## src/rtl/fifo_rr_read_scheduler.sv

```systemverilog
// fifo_rr_read_scheduler: round-robin burst reader merging N_SRC show-ahead-off FIFOs into one tagged valid/ready stream
module fifo_rr_read_scheduler #(
    parameter int N_SRC = 4,
    parameter int DW    = 32,
    parameter int BURST = 4,
    localparam int SW   = $clog2(N_SRC)
) (
    input  logic              clk_i,
    input  logic              srst_i,
    input  logic [N_SRC-1:0]  fifo_empty_i,
    output logic [N_SRC-1:0]  fifo_req_o,
    input  logic [N_SRC-1:0]  fifo_valid_i,
    input  logic [N_SRC*DW-1:0] fifo_data_i,
    output logic              m_valid_o,
    input  logic              m_ready_i,
    output logic [DW-1:0]     m_data_o,
    output logic [SW-1:0]     m_src_o,
    output logic [N_SRC-1:0]  grant_o,
    output logic              busy_o,
    output logic              err_o
);
    typedef enum logic {IDLE, GRANT} state_t;
    state_t state_q, state_d;
    logic [SW-1:0] g_q, g_d, ptr_q, ptr_d, src_q, pick, cand;
    logic [7:0] cnt_q, cnt_d;
    logic [1:0] occ_q, occ_d;
    logic inflight_q, err_q, found, req, pop, wr, wi;
    logic [DW-1:0] data_q [2], data_d [2];
    logic [SW-1:0] tag_q [2], tag_d [2];

    always_comb begin
        pick = '0;
        cand = '0;
        found = 1'b0;
        for (int i = 1; i <= N_SRC; i++) begin
            cand = SW'((int'(ptr_q) + i) % N_SRC);
            if (!found && !fifo_empty_i[cand]) begin
                pick = cand;
                found = 1'b1;
            end
        end
    end

    // Credit counts the slot freed by this cycle's transfer, allowing 1 word/clk.
    assign pop = (occ_q != 2'd0) && m_ready_i;
    assign req = (state_q == GRANT) && !fifo_empty_i[g_q]
               && (({1'b0, occ_q} - {2'b0, pop} + {2'b0, inflight_q}) < 3'd2);
    assign wr  = inflight_q && fifo_valid_i[src_q];
    assign wi  = (occ_q - {1'b0, pop}) != 2'd0;

    always_comb begin
        state_d = state_q;
        g_d     = g_q;
        ptr_d   = ptr_q;
        cnt_d   = req ? cnt_q + 8'd1 : cnt_q;
        if (state_q == IDLE) begin
            if (found) begin
                state_d = GRANT;
                g_d     = pick;
                ptr_d   = pick;
                cnt_d   = '0;
            end
        end else if (fifo_empty_i[g_q] || (req && cnt_q == 8'(BURST - 1))) begin
            state_d = IDLE;
        end
    end

    always_comb begin
        data_d = data_q;
        tag_d  = tag_q;
        occ_d  = occ_q - {1'b0, pop} + {1'b0, wr};
        if (pop) begin
            data_d[0] = data_q[1];
            tag_d[0]  = tag_q[1];
        end
        if (wr) begin
            data_d[wi] = fifo_data_i[int'(src_q)*DW +: DW];
            tag_d[wi]  = src_q;
        end
    end

    always_ff @(posedge clk_i) begin
        if (srst_i) begin
            state_q    <= IDLE;
            g_q        <= '0;
            ptr_q      <= SW'(N_SRC - 1);
            cnt_q      <= '0;
            occ_q      <= '0;
            inflight_q <= 1'b0;
            src_q      <= '0;
            err_q      <= 1'b0;
            data_q     <= '{default: '0};
            tag_q      <= '{default: '0};
        end else begin
            state_q    <= state_d;
            g_q        <= g_d;
            ptr_q      <= ptr_d;
            cnt_q      <= cnt_d;
            occ_q      <= occ_d;
            inflight_q <= req;
            src_q      <= req ? g_q : src_q;
            err_q      <= err_q | (inflight_q & ~fifo_valid_i[src_q]);
            data_q     <= data_d;
            tag_q      <= tag_d;
        end
    end

    assign grant_o    = (state_q == GRANT) ? N_SRC'(1) << g_q : '0;
    assign fifo_req_o = req ? grant_o : '0;
    assign m_valid_o  = occ_q != 2'd0;
    assign m_data_o   = data_q[0];
    assign m_src_o    = tag_q[0];
    assign busy_o     = (state_q != IDLE) || inflight_q || (occ_q != 2'd0);
    assign err_o      = err_q;
endmodule

```

## config.mk

```make
export PLATFORM = sky130hd
export DESIGN_NAME = fifo_rr_read_scheduler
export DESIGN_NICKNAME = d
export VERILOG_FILES = /design/src/rtl/fifo_rr_read_scheduler.sv
export SDC_FILE = /design/constraint.sdc
export NUM_CORES = 1
export LEC_CHECK = 0
export CORE_MARGIN = 5
export CORE_UTILIZATION = 40
export DETAILED_ROUTE_END_ITERATION = 16
export HOLD_SLACK_MARGIN = 0.05
export PLACE_DENSITY = 0.78
export SKIP_CTS_REPAIR_TIMING = 1
export SYNTH_ARGS = -nofsm -noshare
export SYNTH_HDL_FRONTEND = slang
export SYNTH_SLANG_ARGS = --single-unit
```

## constraint.sdc

```tcl
create_clock -name clk_i -period 5 [get_ports clk_i]
set_input_delay 1 -clock clk_i [delete_from_list [all_inputs] [get_ports clk_i]]
set_output_delay 1 -clock clk_i [all_outputs]
set_load 0.01 [all_outputs]
```

Word-level counts from Yosys, hierarchy flattened
Cells that the tools add are included.
{ "totals": {"out_inout_bits": 45, "word_cells": 97, "reg_bits": 87, "input_bits": 139} }
{ "op_classes": {"bitwise": 5, "n_shift": 2, "n_reduce_logical": 21, "add_sub_neg": 9, "mux": 38, "n_eq_ne": 1, "order_cmp": 9} }
{ "op_table": {"columns": ["op", "n"], "rows": [
  ["variable part select 128 x 8 -> 32 bit", 1],
  ["bitwise mux 64 bit", 1],
  ["2-to-1 mux 32 bit", 2],
  ["2-to-1 mux 64 bit", 1],
  ["demux 32 bit (select 1 bit)", 1],
  ["2-to-1 mux 8 bit", 3],
  ["< comparator 2 x 3 -> 1 bit, second input constant", 6],
  ["2-to-1 mux 1 bit", 13],
  ["binary-select mux 1 bit (select 2 bit)", 6],
  ["2-to-1 mux 2 bit", 6],
  ["2-to-1 mux 4 bit", 3],
  ["logical AND 1 bit", 9],
  ["adder 8 x 1 -> 8 bit, second input constant", 1],
  ["equality test 8 x 2 -> 1 bit, second input constant", 1],
  ["zero test 1 bit", 6],
  ["adder 2 x 1 -> 2 bit, second input constant", 2],
  ["adder 2 bit, second input constant", 2],
  ["bitwise mux 4 bit", 1],
  ["nonzero test 2 bit", 2],
  ["<< shifter 1 x 2 -> 4 bit, first input constant", 1],
  ["adder 3 x 1 -> 3 bit", 1],
  ["logical OR 1 bit", 3],
  ["< comparator 3 x 2 -> 1 bit, second input constant", 1],
  ["subtractor 2 x 1 -> 3 bit", 1],
  ["other kinds (10)", 11]
]} }

Logic depth before layout (Yosys ltp)
{ "depth": {"depth_word": 14, "depth_mapped": 11} }

Worst setup path after synthesis
OpenSTA, ideal clock, no wires.
{ "synth_path": {"kind": "in2out", "from": "input m_ready_i", "to": "output fifo_req_o[0]", "cell_stages": 10, "n_path_buf": 4, "path_slack_ps": 794, "t_arrival_ps": 3206, "path_cell_list": "o21ai_0 -> buf_2 -> buf_1 -> nor2_1 -> fa_1 -> xor2_1 -> nand4bb_4 -> buf_6 -> clkbuf_1 -> nor3_1"} }
{ "synth_between": {"elab_chain_cells": 6} }
{ "synth_rtl": {"columns": ["element", "line_no", "rtl"], "rows": [
  ["from (decl)", "15", "input logic m_ready_i,"],
  ["logical AND 1 bit", "45", "assign pop = (occ_q != 2'd0) && m_ready_i;"],
  ["subtractor 2 x 1 -> 3 bit", "47", "&& (({1'b0, occ_q} - {2'b0, pop} + {2'b0, inflight_q}) < 3'd2);"],
  ["adder 3 x 1 -> 3 bit", "47", null],
  ["< comparator 3 x 2 -> 1 bit", "47", null],
  ["logical AND 1 bit", "47", null],
  ["2-to-1 mux 4 bit", "109", "assign fifo_req_o = req ? grant_o : '0;"],
  ["to (decl)", "11", "output logic [N_SRC-1:0] fifo_req_o,"]
]} }
Every way passes these cells.

Worst setup path in the final report
{ "layout_path": {"from": "input m_ready_i", "to": "output fifo_req_o[1]"} }
Same word-level chain as after synthesis.

==> results_dict.tcl <==
set metrics [dict create \
    design_area_um2 6870 \
    yosysWarningCount 0 \
    placedCellCount 783 \
    clock-sinks 87 \
    status "completed" \
    cp.required_ns 4.00 \
    synth.net_count 644 \
    layout_min_cycle_time_ns 4.49 \
    synth_common_cells "dfxtp_1 (87), o21ai_0 (70), mux2i_1 (37)" \
    portBuffers 183 \
    syn_to_final_growth_pct 39.5 \
    fp.dieW_um 121 \
    numCtsBuffers 9 \
    final.setup.tns_ns 0 \
    start_util 0.408 \
    grt.total_usage 0.179 \
    design.die.area_um2 14600 \
    ys_seq_area_frac 0.354 \
    grt_max_degree 67 \
    diodes 0 \
    num_io_pins 184 \
    final.period_utilization 0.897 \
    synth_most_common_cell "dfxtp_1" \
    path_clk_slew_ns 0.07 \
    grt.overflow.total 0 \
    ant_nets 0 \
    synth_area_um2 4920 \
    htreeDepth 3 \
    netlist.area_leader.share 0.354 \
    synthCells 501 \
    grt_pass1_wl_mm 21.3 \
    ys.flop_type "dfxtp_1" \
    final_cells 799 \
    synth_cell_types 42 \
    p_comb_frac 0.305 \
    synth_top_area_cell "dfxtp_1" \
    maxSlewHeadroom 0.349 \
    wl_per_cell_um 16.7 \
    drt_iter0_drc 259 \
    skew_ns 0.0128 \
    worst-slew-pin-transition_ns 0.977 \
    seq_power_share 0.385 \
    power.clock.fraction 0.310 \
    leakagePower_nw 2.55 \
    final_util 0.570 \
    hold_violations 0 \
    place_hpwl_mm 9.44 \
    slew_viol_final 0 \
    pre_cts_ws_ns 0.513 \
    ys_top_cells_by_area "dfxtp_1 (35%), mux4_2 (16%), mux2i_1 (7.5%)" \
    clkLatencyLatePin_ns 0.33 \
    cts_buffer_depth 2 \
    avgSynthCellArea_um2 9.83 \
    grt_pass1_vias 4410 \
    setup_ws_ns 0.514 \
    setup_violations 0 \
    cp-start-kind "input port" \
    num_vias 4249 \
    p_sw_frac 0.295 \
    async_reset_ff_frac 0 \
    rsz0062_at_grt "no" \
    synth_seq_cells 87 \
    drtPass1Iterations 4 \
    fmax_ghz 0.223 \
    num_rows 40 \
    synth-edff-count 0 \
    drc 0 \
    finalNetCount 769 \
    antenna_found_initial 0 \
    cts_tree "built" \
    powerDensity_nw_per_um2 297 \
    cp_data_arrival_time_ns 3.49 \
    routed_via_density 5.32 \
    placed_area_um2 6590 \
    die_h_um 121 \
    critPathCaptureType "output port" \
    gp_congestion 0.773 \
    critical_path_class "in2out" \
    routed_wl_mm 13.3 \
    vdd_drop_max_mv 0.146 \
    hold_class "reg2reg" \
    max_cap_viol_count 0 \
    intPower_mw 1.44 \
    p_sw_mw 0.603 \
    root_buffer "clkbuf_16" \
    final_layout_size_suffix_gt1_frac 0.101 \
    path_max_fanout 3 \
    core_um2 12100 \
]
[worst max-delay path, stage by stage]
cell and delay, ns:
clkdlybuf4s50_1 0.54, xor2_1 0.16, nand2_1 0.08, fa_1 0.38, xor2_1 0.16, nand4bb_4 0.21, or2_2 0.31, nor2_1 0.09
clkdlybuf4s50_1 0.55
[metal layers]
| layer | share of wire | global-route usage | wire length, um | vias up |
|---|---|---|---|---|
| met4 | 0.019 | 0.0588 | 252 | 0 |
| met5 | 0 | 0 | 0 | - |
| met1 | 0.40 | 0.210 | 5380 | 2066 |
| met3 | 0.064 | 0.0420 | 853 | 16 |
| met2 | 0.51 | 0.319 | 6820 | 136 |
| li1 | - | - | - | 2031 |
[cells by family (layout without fill, tap and decap cells)]
group                    Yosys count  count (layout)  synth area share
flip-flops                        87              87             0.354
XOR/XNOR                           6               6            0.0107
buffers and inverters             85             215            0.0961
multiplexers                      71              71             0.231
adder cells (fa/ha/maj)            4               4            0.0117
AND/OR/NAND/NOR                  155             155             0.195
AO/OA/AOI/OAI                     93              93             0.102
[cells in the final DEF (no fill, tap or decap), drive strengths merged, types with 2 or more instances in the layout]
master,n
xor2,4
a21oi,10
a211oi,2
clkbuf,10
xnor2,2
nand3b,33
or2,3
nor3,4
clkdlybuf4s50,182
nor2,23
or3,36
buf,8
or4,3
mux2i,37
dfxtp,87
nand2b,35
nand3,3
ha,3
o21ai,70
clkinv,2
nand2,7
o31ai,3
inv,12
mux4,34
[metrics by stage]
step / hold slack [ns] / power [mW]
5_1_grt: 0.502 / 2.15
4_1_cts: 0.473 / 2.07
2_1_floorplan: 0.452 / 1.20
3_5_place_dp: 0.458 / 1.43
6_report: 0.465 / 2.04
3_3_place_gp: 0.457 / 1.41
[power by group through the flow]
stage / Sequential, mW / Clock [mW] / Combinational (mW)
final: 0.787 / 0.632 / 0.623
after global routing: 0.794 / 0.681 / 0.677
after CTS: 0.787 / 0.649 / 0.631
after detailed placement: 0.803 / 0 / 0.629
after global placement: 0.800 / 0 / 0.608
after floorplan: 0.779 / 0 / 0.418
[path summary, 6_finish.rpt]
path / from / to / slack [ns] / cells after the start
setup / recovery: m_ready_i / fifo_req_o[1] / 0.51 / 9
hold / removal: err_o$_SDFF_PP0_ / err_o$_SDFF_PP0_ / 0.47 / 2
setup reg to reg: occ_q[1]$_SDFF_PP0_ / flip-flop / 2.14 / 9
hold reg to reg: err_o$_SDFF_PP0_ / err_o$_SDFF_PP0_ / 0.47 / 2
[area by class of cell]
cell class	instances	area (um^2)
clock buffer	10	229
clock inverter	6	53.8
fill	1032	5190
inverter	9	33.8
multi-input combinational	329	2720
sequential	87	1740
tap	168	210
timing repair buffer	190	1880
No activity file was read; power rests on OpenSTA's default activity.
